## src/rtl/mem_access_if.sv

```systemverilog
// Data-bus interface between the memory-access stage (master) and data memory (slave).
interface mem_access_if #(
  parameter int unsigned XLEN = 32
);

  logic            dbus_req;
  logic            dbus_we;
  logic [XLEN-1:0] dbus_addr;
  logic [XLEN-1:0] dbus_wdata;
  logic [3:0]      dbus_be;
  logic            dbus_gnt;
  logic            dbus_rvalid;
  logic [XLEN-1:0] dbus_rdata;

  modport master (
    output dbus_req, dbus_we, dbus_addr, dbus_wdata, dbus_be,
    input  dbus_gnt, dbus_rvalid, dbus_rdata
  );

  modport slave (
    input  dbus_req, dbus_we, dbus_addr, dbus_wdata, dbus_be,
    output dbus_gnt, dbus_rvalid, dbus_rdata
  );

endinterface

```

## src/rtl/mem_access.sv

```systemverilog
// Memory-access pipeline stage: runs one load/store at a time over a
// request/grant/response bus, stalls upstream while busy, and hands aligned,
// extended load data (or the passed-through ALU result) to writeback.
// Optional feature: define MEM_MISALIGN_CHECK_EN to reject misaligned
// halfword/word accesses with a one-cycle misalign pulse instead of a bus access.
module mem_access #(
  parameter  int unsigned BUS_TIMEOUT = 255,
  localparam int unsigned XLEN        = 32
) (
  input  logic            clk,
  input  logic            rst,
  input  logic            mem_valid,
  input  logic            mem_read,
  input  logic            mem_write,
  input  logic [2:0]      mem_funct,
  input  logic [XLEN-1:0] result,
  input  logic [XLEN-1:0] rs2_data_out,
  input  logic [4:0]      rd_in,
  input  logic            rd_we_in,
  output logic            mem_stall,
  mem_access_if.master    bus,
  output logic            wb_valid,
  output logic            wb_we,
  output logic [4:0]      wb_rd,
  output logic [XLEN-1:0] wb_data,
  output logic            bus_err,
  output logic            misalign
);

  localparam int unsigned CNT_W = 10;

  typedef enum logic [1:0] {IDLE, REQ, WAIT} state_t;

  state_t            state_q, state_d;
  logic [CNT_W-1:0]  cnt_q;
  logic              req_q;
  logic              we_q;
  logic [XLEN-1:0]   addr_q;
  logic [XLEN-1:0]   wdata_q;
  logic [3:0]        be_q;
  logic [2:0]        funct_q;
  logic [1:0]        off_q;
  logic              load_q;
  logic [4:0]        rd_q;
  logic              rd_we_q;

  logic              is_mem_c;
  logic              misaligned_c;
  logic              timeout_hit_c;
  logic              accept_c;
  logic              alu_c;
  logic              misal_c;
  logic              done_c;
  logic              timeout_c;
  logic [3:0]        be_c;
  logic [XLEN-1:0]   wdata_c;
  logic [7:0]        lane_b_c;
  logic [15:0]       lane_h_c;
  logic [XLEN-1:0]   load_c;

  assign is_mem_c      = mem_read | mem_write;
  assign timeout_hit_c = (cnt_q == CNT_W'(BUS_TIMEOUT - 1));

`ifdef MEM_MISALIGN_CHECK_EN
  assign misaligned_c = ((mem_funct[1:0] == 2'b01) && result[0]) ||
                        (mem_funct[1] && (result[1:0] != 2'b00));
`else
  assign misaligned_c = 1'b0;
`endif

  assign bus.dbus_req   = req_q;
  assign bus.dbus_we    = we_q;
  assign bus.dbus_addr  = addr_q;
  assign bus.dbus_wdata = wdata_q;
  assign bus.dbus_be    = be_q;

  // Byte enables and lane-replicated store data for the incoming op
  always_comb begin
    be_c    = 4'b1111;
    wdata_c = rs2_data_out;
    case (mem_funct[1:0])
      2'b00: begin
        be_c    = 4'b0001 << result[1:0];
        wdata_c = {4{rs2_data_out[7:0]}};
      end
      2'b01: begin
        be_c    = 4'b0011 << {result[1], 1'b0};
        wdata_c = {2{rs2_data_out[15:0]}};
      end
      default: ;
    endcase
  end

  // Lane select and sign/zero extension of returned load data
  always_comb begin
    lane_b_c = bus.dbus_rdata[7:0];
    case (off_q)
      2'b01:   lane_b_c = bus.dbus_rdata[15:8];
      2'b10:   lane_b_c = bus.dbus_rdata[23:16];
      2'b11:   lane_b_c = bus.dbus_rdata[31:24];
      default: lane_b_c = bus.dbus_rdata[7:0];
    endcase
    lane_h_c = off_q[1] ? bus.dbus_rdata[31:16] : bus.dbus_rdata[15:0];
    case (funct_q[1:0])
      2'b00:   load_c = funct_q[2] ? {24'd0, lane_b_c} : {{24{lane_b_c[7]}}, lane_b_c};
      2'b01:   load_c = funct_q[2] ? {16'd0, lane_h_c} : {{16{lane_h_c[15]}}, lane_h_c};
      default: load_c = bus.dbus_rdata;
    endcase
  end

  // State register
  always_ff @(posedge clk) begin
    if (rst) state_q <= IDLE;
    else     state_q <= state_d;
  end

  // Next-state, stall and event decode
  always_comb begin
    state_d   = state_q;
    mem_stall = 1'b0;
    accept_c  = 1'b0;
    alu_c     = 1'b0;
    misal_c   = 1'b0;
    done_c    = 1'b0;
    timeout_c = 1'b0;
    case (state_q)
      IDLE: begin
        if (mem_valid) begin
          if (!is_mem_c) begin
            alu_c = 1'b1;
          end else if (misaligned_c) begin
            misal_c = 1'b1;
          end else begin
            accept_c  = 1'b1;
            mem_stall = 1'b1;
            state_d   = REQ;
          end
        end
      end
      REQ: begin
        mem_stall = 1'b1;
        if (timeout_hit_c) begin
          timeout_c = 1'b1;
          state_d   = IDLE;
        end else if (bus.dbus_gnt) begin
          state_d = WAIT;
        end
      end
      WAIT: begin
        if (bus.dbus_rvalid) begin
          done_c  = 1'b1;
          state_d = IDLE;
        end else begin
          mem_stall = 1'b1;
          if (timeout_hit_c) begin
            timeout_c = 1'b1;
            state_d   = IDLE;
          end
        end
      end
      default: state_d = IDLE;
    endcase
  end

  // Bus request registers, latched op context and timeout counter
  always_ff @(posedge clk) begin
    if (rst) begin
      cnt_q   <= '0;
      req_q   <= 1'b0;
      we_q    <= 1'b0;
      addr_q  <= '0;
      wdata_q <= '0;
      be_q    <= '0;
      funct_q <= '0;
      off_q   <= '0;
      load_q  <= 1'b0;
      rd_q    <= '0;
      rd_we_q <= 1'b0;
    end else begin
      if (state_q != IDLE) cnt_q <= cnt_q + CNT_W'(1);
      if (accept_c) begin
        cnt_q   <= '0;
        req_q   <= 1'b1;
        we_q    <= mem_write;
        addr_q  <= {result[XLEN-1:2], 2'b00};
        wdata_q <= wdata_c;
        be_q    <= be_c;
        funct_q <= mem_funct;
        off_q   <= result[1:0];
        load_q  <= mem_read;
        rd_q    <= rd_in;
        rd_we_q <= rd_we_in;
      end
      if ((state_q == REQ && bus.dbus_gnt) || timeout_c) req_q <= 1'b0;
    end
  end

  // Writeback and error pulse registers
  always_ff @(posedge clk) begin
    if (rst) begin
      wb_valid <= 1'b0;
      wb_we    <= 1'b0;
      wb_rd    <= '0;
      wb_data  <= '0;
      bus_err  <= 1'b0;
      misalign <= 1'b0;
    end else begin
      wb_valid <= 1'b0;
      bus_err  <= timeout_c;
      misalign <= misal_c;
      if (alu_c) begin
        wb_valid <= 1'b1;
        wb_data  <= result;
        wb_rd    <= rd_in;
        wb_we    <= rd_we_in;
      end else if (done_c && load_q) begin
        wb_valid <= 1'b1;
        wb_data  <= load_c;
        wb_rd    <= rd_q;
        wb_we    <= rd_we_q;
      end
    end
  end

endmodule

```

## src/flat_wrapper.sv

```systemverilog
// flat-port wrapper written by rule: the top's interface ports become plain ports
module mem_access_flat 
#(
  parameter  int unsigned BUS_TIMEOUT = 255,
  localparam int unsigned XLEN        = 32
)
  (clk, rst, mem_valid, mem_read, mem_write, mem_funct, result, rs2_data_out, rd_in, rd_we_in, mem_stall, wb_valid, wb_we, wb_rd, wb_data, bus_err, misalign, bus_dbus_req, bus_dbus_we, bus_dbus_addr, bus_dbus_wdata, bus_dbus_be, bus_dbus_gnt, bus_dbus_rvalid, bus_dbus_rdata);
  mem_access_if bus_i ();
  input  logic clk;
  input  logic rst;
  input  logic mem_valid;
  input  logic mem_read;
  input  logic mem_write;
  input  logic [2:0] mem_funct;
  input  logic [XLEN-1:0] result;
  input  logic [XLEN-1:0] rs2_data_out;
  input  logic [4:0] rd_in;
  input  logic rd_we_in;
  output logic mem_stall;
  output logic wb_valid;
  output logic wb_we;
  output logic [4:0] wb_rd;
  output logic [XLEN-1:0] wb_data;
  output logic bus_err;
  output logic misalign;
  output wire logic [$bits(bus_i.dbus_req)-1:0] bus_dbus_req;
  output wire logic [$bits(bus_i.dbus_we)-1:0] bus_dbus_we;
  output wire logic [$bits(bus_i.dbus_addr)-1:0] bus_dbus_addr;
  output wire logic [$bits(bus_i.dbus_wdata)-1:0] bus_dbus_wdata;
  output wire logic [$bits(bus_i.dbus_be)-1:0] bus_dbus_be;
  input wire logic [$bits(bus_i.dbus_gnt)-1:0] bus_dbus_gnt;
  input wire logic [$bits(bus_i.dbus_rvalid)-1:0] bus_dbus_rvalid;
  input wire logic [$bits(bus_i.dbus_rdata)-1:0] bus_dbus_rdata;
  assign bus_dbus_req = bus_i.dbus_req;
  assign bus_dbus_we = bus_i.dbus_we;
  assign bus_dbus_addr = bus_i.dbus_addr;
  assign bus_dbus_wdata = bus_i.dbus_wdata;
  assign bus_dbus_be = bus_i.dbus_be;
  assign bus_i.dbus_gnt = bus_dbus_gnt;
  assign bus_i.dbus_rvalid = bus_dbus_rvalid;
  assign bus_i.dbus_rdata = bus_dbus_rdata;
  mem_access #(.BUS_TIMEOUT(BUS_TIMEOUT)) u_core (.clk(clk), .rst(rst), .mem_valid(mem_valid), .mem_read(mem_read), .mem_write(mem_write), .mem_funct(mem_funct), .result(result), .rs2_data_out(rs2_data_out), .rd_in(rd_in), .rd_we_in(rd_we_in), .mem_stall(mem_stall), .bus(bus_i), .wb_valid(wb_valid), .wb_we(wb_we), .wb_rd(wb_rd), .wb_data(wb_data), .bus_err(bus_err), .misalign(misalign));
endmodule
```

## config.mk

```make
export PLATFORM = sky130hd
export DESIGN_NAME = mem_access_flat
export DESIGN_NICKNAME = d
export VERILOG_FILES = /design/src/rtl/mem_access_if.sv /design/src/rtl/mem_access.sv /design/src/flat_wrapper.sv
export SDC_FILE = /design/constraint.sdc
export NUM_CORES = 1
export LEC_CHECK = 0
export BUFFER_PORTS_ARGS = -buffer_cell sky130_fd_sc_hd__buf_2
export CAP_MARGIN = 5
export CELL_PAD_IN_SITES_DETAIL_PLACEMENT = 0
export CELL_PAD_IN_SITES_GLOBAL_PLACEMENT = 1
export CORE_MARGIN = 2
export CORE_UTILIZATION = 36
export DETAILED_ROUTE_END_ITERATION = 8
export PLACE_DENSITY_LB_ADDON = 0.08
export REMOVE_ABC_BUFFERS = 1
export SLEW_MARGIN = 10
export SYNTH_ARGS = -nofsm -noshare
export SYNTH_HDL_FRONTEND = slang
export SYNTH_SLANG_ARGS = --single-unit
```

## constraint.sdc

```tcl
create_clock -name clk -period 2.3 [get_ports clk]
set_clock_uncertainty 0.1 [all_clocks]
set_input_delay 0.115 -clock clk [delete_from_list [all_inputs] [get_ports clk]]
set_output_delay 0.115 -clock clk [all_outputs]
set_load 0.005 [all_outputs]
```

# == Word level (Yosys, flattened, before mapping) ==
# Index checks and enable logic that the tools add are counted.
# op_classes
n_shift,2
eq_ne,12
n_bitwise,1
reduce_logical,11
n_addsub,1
mux,35
# op_table
op,n
2-to-1 mux 32 bit,4
one-hot mux 32 bit (2 select lines),2
one-hot mux 8 bit (3 select lines),1
2-to-1 mux 16 bit,1
2-to-1 mux 1 bit,15
2-to-1 mux 2 bit,6
adder 10 x 1 -> 10 bit (second input constant),1
equality test 10 x 8 -> 1 bit (second input constant),1
2-to-1 mux 5 bit,2
equality test 2 x 1 -> 1 bit (second input constant),4
one-hot mux 4 bit (2 select lines),1
equality test 2 bit (second input constant),3
zero test 2 bit,3
inequality test 3 x 2 -> 1 bit (second input constant),2
one-hot mux 2 bit (3 select lines),1
AND reduction 4 bit,1
nonzero test 2 bit,2
OR reduction 2 bit,2
left shift 1 x 2 -> 4 bit (first input constant),1
left shift 2 x 2 -> 4 bit (first input constant),1
one-hot mux 1 bit (3 select lines),1
logical AND 1 bit,2
inequality test 2 x 1 -> 1 bit (second input constant),1
inequality test 2 bit (second input constant),1
other kinds (3),3
# word_totals
regBits,132
wordCells,79
out_inout_bits,112
input_bits,112

# == Longest topological paths before layout ==
# depth
word_depth,6
depth_mapped,9
depth_no_buf,6

# == Least setup slack after synthesis ==
# No wires, ideal clock.
# synth_path
path_type,flip-flop to flip-flop
from,reg u_core.state_q[0]
to,reg u_core.wb_data[22]
stages_incl_launch_ff,10
n_path_buf,3
t_arrival_ns,1.761
synth_period_minus_slack_ns,1.949
required_time_ns,2.112
setup_time_ns,0.088
setup_slack_ns,0.351
cell_sequence,dfxtp_1 > inv_1 > ha_1 > buf_6 > and3_1 > buf_6 > nor3_4 > buf_6 > nand2_1 > a311oi_2
# synth_via
elab_chain_len,4
elab_cells_between_ends,7
classes_between,eq/ne: 1; mux: 3; reduce/logical: 3
# synth_rtl
item,line,text
from (decl),mem_access.sv:34,"state_t state_q, state_d;"
from (signal assigned),mem_access.sv:114,else state_q <= state_d;
equality test 2 bit,mem_access.sv:126,case (state_q)
2-to-1 mux 1 bit,mem_access.sv:126,
logical AND 1 bit,mem_access.sv:216,end else if (done_c && load_q) begin
nonzero test 2 bit (no source line),-,
to (signal assigned),mem_access.sv:213,wb_data <= result;
to (signal assigned),mem_access.sv:218,wb_data <= load_c;
to (decl),mem_access.sv:25,"output logic [XLEN-1:0] wb_data,"
# Several ways; a longest one is shown, not always the timed one.
# A chain may end at the register's enable or synchronous reset.

# == Worst setup path in the final report ==
# layout_path
from,reg u_core.state_q[0]
to,out mem_stall
# layout_via
elab_chain_len,2
elab_cells_between_ends,4
classes_between,eq/ne: 2; mux: 1; reduce/logical: 1
# layout_rtl
item,line,text
equality test 2 bit (tied with other cells),mem_access.sv:126,
one-hot mux 1 bit (3 select lines) (*),mem_access.sv:126,
to (decl),flat_wrapper.sv:19,output logic mem_stall;
# Every way passes the cells marked *; elsewhere a longest branch is shown, timed or not.

==> metrics.cfg <==
[routing]
wirelength_um=21900
ant_nets=0
drc=0
wl_per_cell_um=16.8
drt_iter0_drc=335
drt-vias-per-instance=5.26
num_vias=6861
dr.pass1.iters=4

[floorplanning]
dieArea_um2=18700
rows=48
io_pins=224
die_h_um=137
start_util=0.367
core_area_um2=17200
fp.dieW_um=137

[timing]
min_period_over_period=0.947
max_freq_mhz=459
worstMarginPinSlew_ps=751
finalMaxSlewViolations=0
finalHoldViolCount=0
rsz0062_at_grt=no
slew_headroom=0.499
tns_ps=0
fin_crit_ps=2180
setup_viol=0

[logic_synthesis]
synth_top_family_by_area=compound AO/OA/AOI/OAI gates
synthMuxAreaShare=0.0338
synth.most_common_cell=nand2_1
synth-main-ff-cell=dfxtp_1
syn-cell-area_um2=6330
ys_types=57
synth_edf_count=0
netlist_top_cells_area=dfxtp_1 42%, nand2_1 11%, a21oi_1 6.8%
yosysSeqAreaShare=0.418
yosys.area.top_type_share=0.418
yosys.area.top_type=dfxtp_1
synth_compound_area_frac=0.272
synth_cells=775
ys_ff_latch=132
synthSimpleGateAreaFrac=0.193
yosys_warnings=0
synth_common_cells=183 x nand2_1, 132 x dfxtp_1, 86 x a21oi_1
synth_xor_area_frac=0.00969
ys_async_sr_fraction=0
syn_avg_cell_area_um2=8.17
synthAdderAreaFrac=0.0119

[run_status]
outcome=finished, final reports clean

[cells_and_area]
instances_no_fill=1304
fill_cells=1694
diodes=0
nets=1184
drive_gt1_frac=0.279
syn_to_final_growth_pct=43.5

[worst_hold_path]
hold_path.class=input port to flip-flop
worstHoldPathCells=2

[power]
vdd_ir_drop_max_mv=0.487
power_density_nw_per_um2=682
leakagePower_nw=3.77

[critical_path]
critPathRequiredTime_ps=2090
slowest_delay_ps=330
cp_slowest_cell=dfxtp_1
path_buf_inv=4
cp.depth=7
startpoint_type=flip-flop
cp_cell_sequence=inv_1, ha_1, buf_4, o211ai_1, clkbuf_16, a21oi_1, buf_2
arrival_ps=1960
crit_fanout=11
critPathTopFamily=buffers and inverters
crit_path_end_kind=output pin
criticalPathCategory=flip-flop to output pin
ff2ff_setup_slack_ps=180
ff2ff_path_depth=7

[place]
routabilityCongestion=0.839
placedCellCount=1177
hpwlAfterDp_um=15000
portBuffers=220

[cts]
clk_latency_ps=420
clockBufferDepth=2
cts_tree=yes
cts_buffers=17
clock_sinks=132
cts_root_buf=clkbuf_16
htreeDepth=4
path_clk_slew_ps=60

[grt]
grt_max_degree=63
grt_first_pass_wirelength_um=33700
track_usage=0.231
grt_overflow=0
antenna_found_initial=0
grt_pass1_vias=6618

[flow_run]
maxCapViolations=0

layer usage:
layer,vias to the layer above,GRT usage,share of wire
met3,27,0.0563,0.066
li1,3370,-,-
met2,235,0.378,0.47
met5,-,0,0
met4,0,0.0793,0.017
met1,3229,0.298,0.44
per-stage QoR:
step	util	hold slack (ps)	worst slack [ps]	power, mW	area, um2
2_1_floorplan	-	82.9	-1030	3.10	5970
3_3_place_gp	0.441	244	254	3.64	7610
3_5_place_dp	0.441	247	160	3.67	7610
4_1_cts	0.525	7.86	45.9	6.25	9050
5_1_grt	0.527	20.9	22.5	6.50	9080
6_report	0.527	29.7	121	6.20	9080
repair_timing:
item	4_1_cts	5_1_grt
hold buffers	92	0
hold endpoints to repair	112	0
setup endpoints to repair	0	4
resized for setup	0	3
buffers inserted	0	2
power breakdown:
part / internal [mW] / switching [mW] / total, mW / leakage [nW]
clock: 1.42 / 1.02 / 2.44 / 0.259
sequential: 2.44 / 0.0996 / 2.54 / 1.08
combinational: 0.554 / 0.662 / 1.22 / 2.43
sequential cells by signal (all words and copies together), names as in the netlist, 2 cells and up:
| name | flops |
|---|---|
| u_core.bus.dbus_addr | 30 |
| u_core.bus.dbus_be | 4 |
| u_core.bus.dbus_wdata | 32 |
| u_core.cnt_q | 10 |
| u_core.funct_q | 3 |
| u_core.off_q | 2 |
| u_core.rd_q | 5 |
| u_core.state_q | 2 |
| u_core.wb_data | 32 |
| u_core.wb_rd | 5 |
cells by family after synthesis:
logic type,count (synthesis)
flip-flops,132
adder cells (fa/ha/maj),6
buffers and inverters,80
XOR/XNOR,7
multiplexers,21
AO/OA/AOI/OAI,248
AND/OR/NAND/NOR,280
other,1
path summary, 6_finish.rpt:
path	from	endpoint
worst max-delay path	u_core.state_q[0]	mem_stall
worst max register to register	u_core.state_q[0]	u_core.wb_data[20]
worst min register to register	u_core.bus.dbus_addr[15]	u_core.bus.dbus_addr[15]
worst min-delay path	rst	u_core.bus_err
cells in the final DEF (no fill, tap or decap), types with 3 or more instances in the layout:
cell,count
a22oi_1,15
buf_2,219
nand2b_1,5
nor3_1,8
clkinv_2,7
nor2_1,44
dfxtp_1,132
a21oi_1,86
clkbuf_1,3
nand3_1,4
a31oi_1,16
o21ai_0,21
or4_1,6
or3_1,3
xor2_1,4
a22o_1,4
a21o_1,5
mux2i_1,18
inv_1,8
buf_4,27
a311oi_1,41
a211oi_1,25
nor2b_1,8
a311oi_2,9
o22ai_1,11
xnor2_1,3
clkbuf_16,18
nand2_1,183
dlygate4sd3_1,92
conb_1,3
ha_1,6
mux2_2,3
final cells by class:
| class | count | area, um2 | share of cell area |
|---|---|---|---|
| inverter | 8 | 30.0 | 0.00331 |
| clock buffer | 22 | 464 | 0.0511 |
| multi-input combinational | 565 | 3310 | 0.364 |
| clock inverter | 10 | 58.8 | 0.00647 |
| tap | 225 | 282 | 0.0310 |
| sequential | 132 | 2640 | 0.291 |
| timing repair buffer | 342 | 2300 | 0.253 |
(Power assumes the default switching activity.)
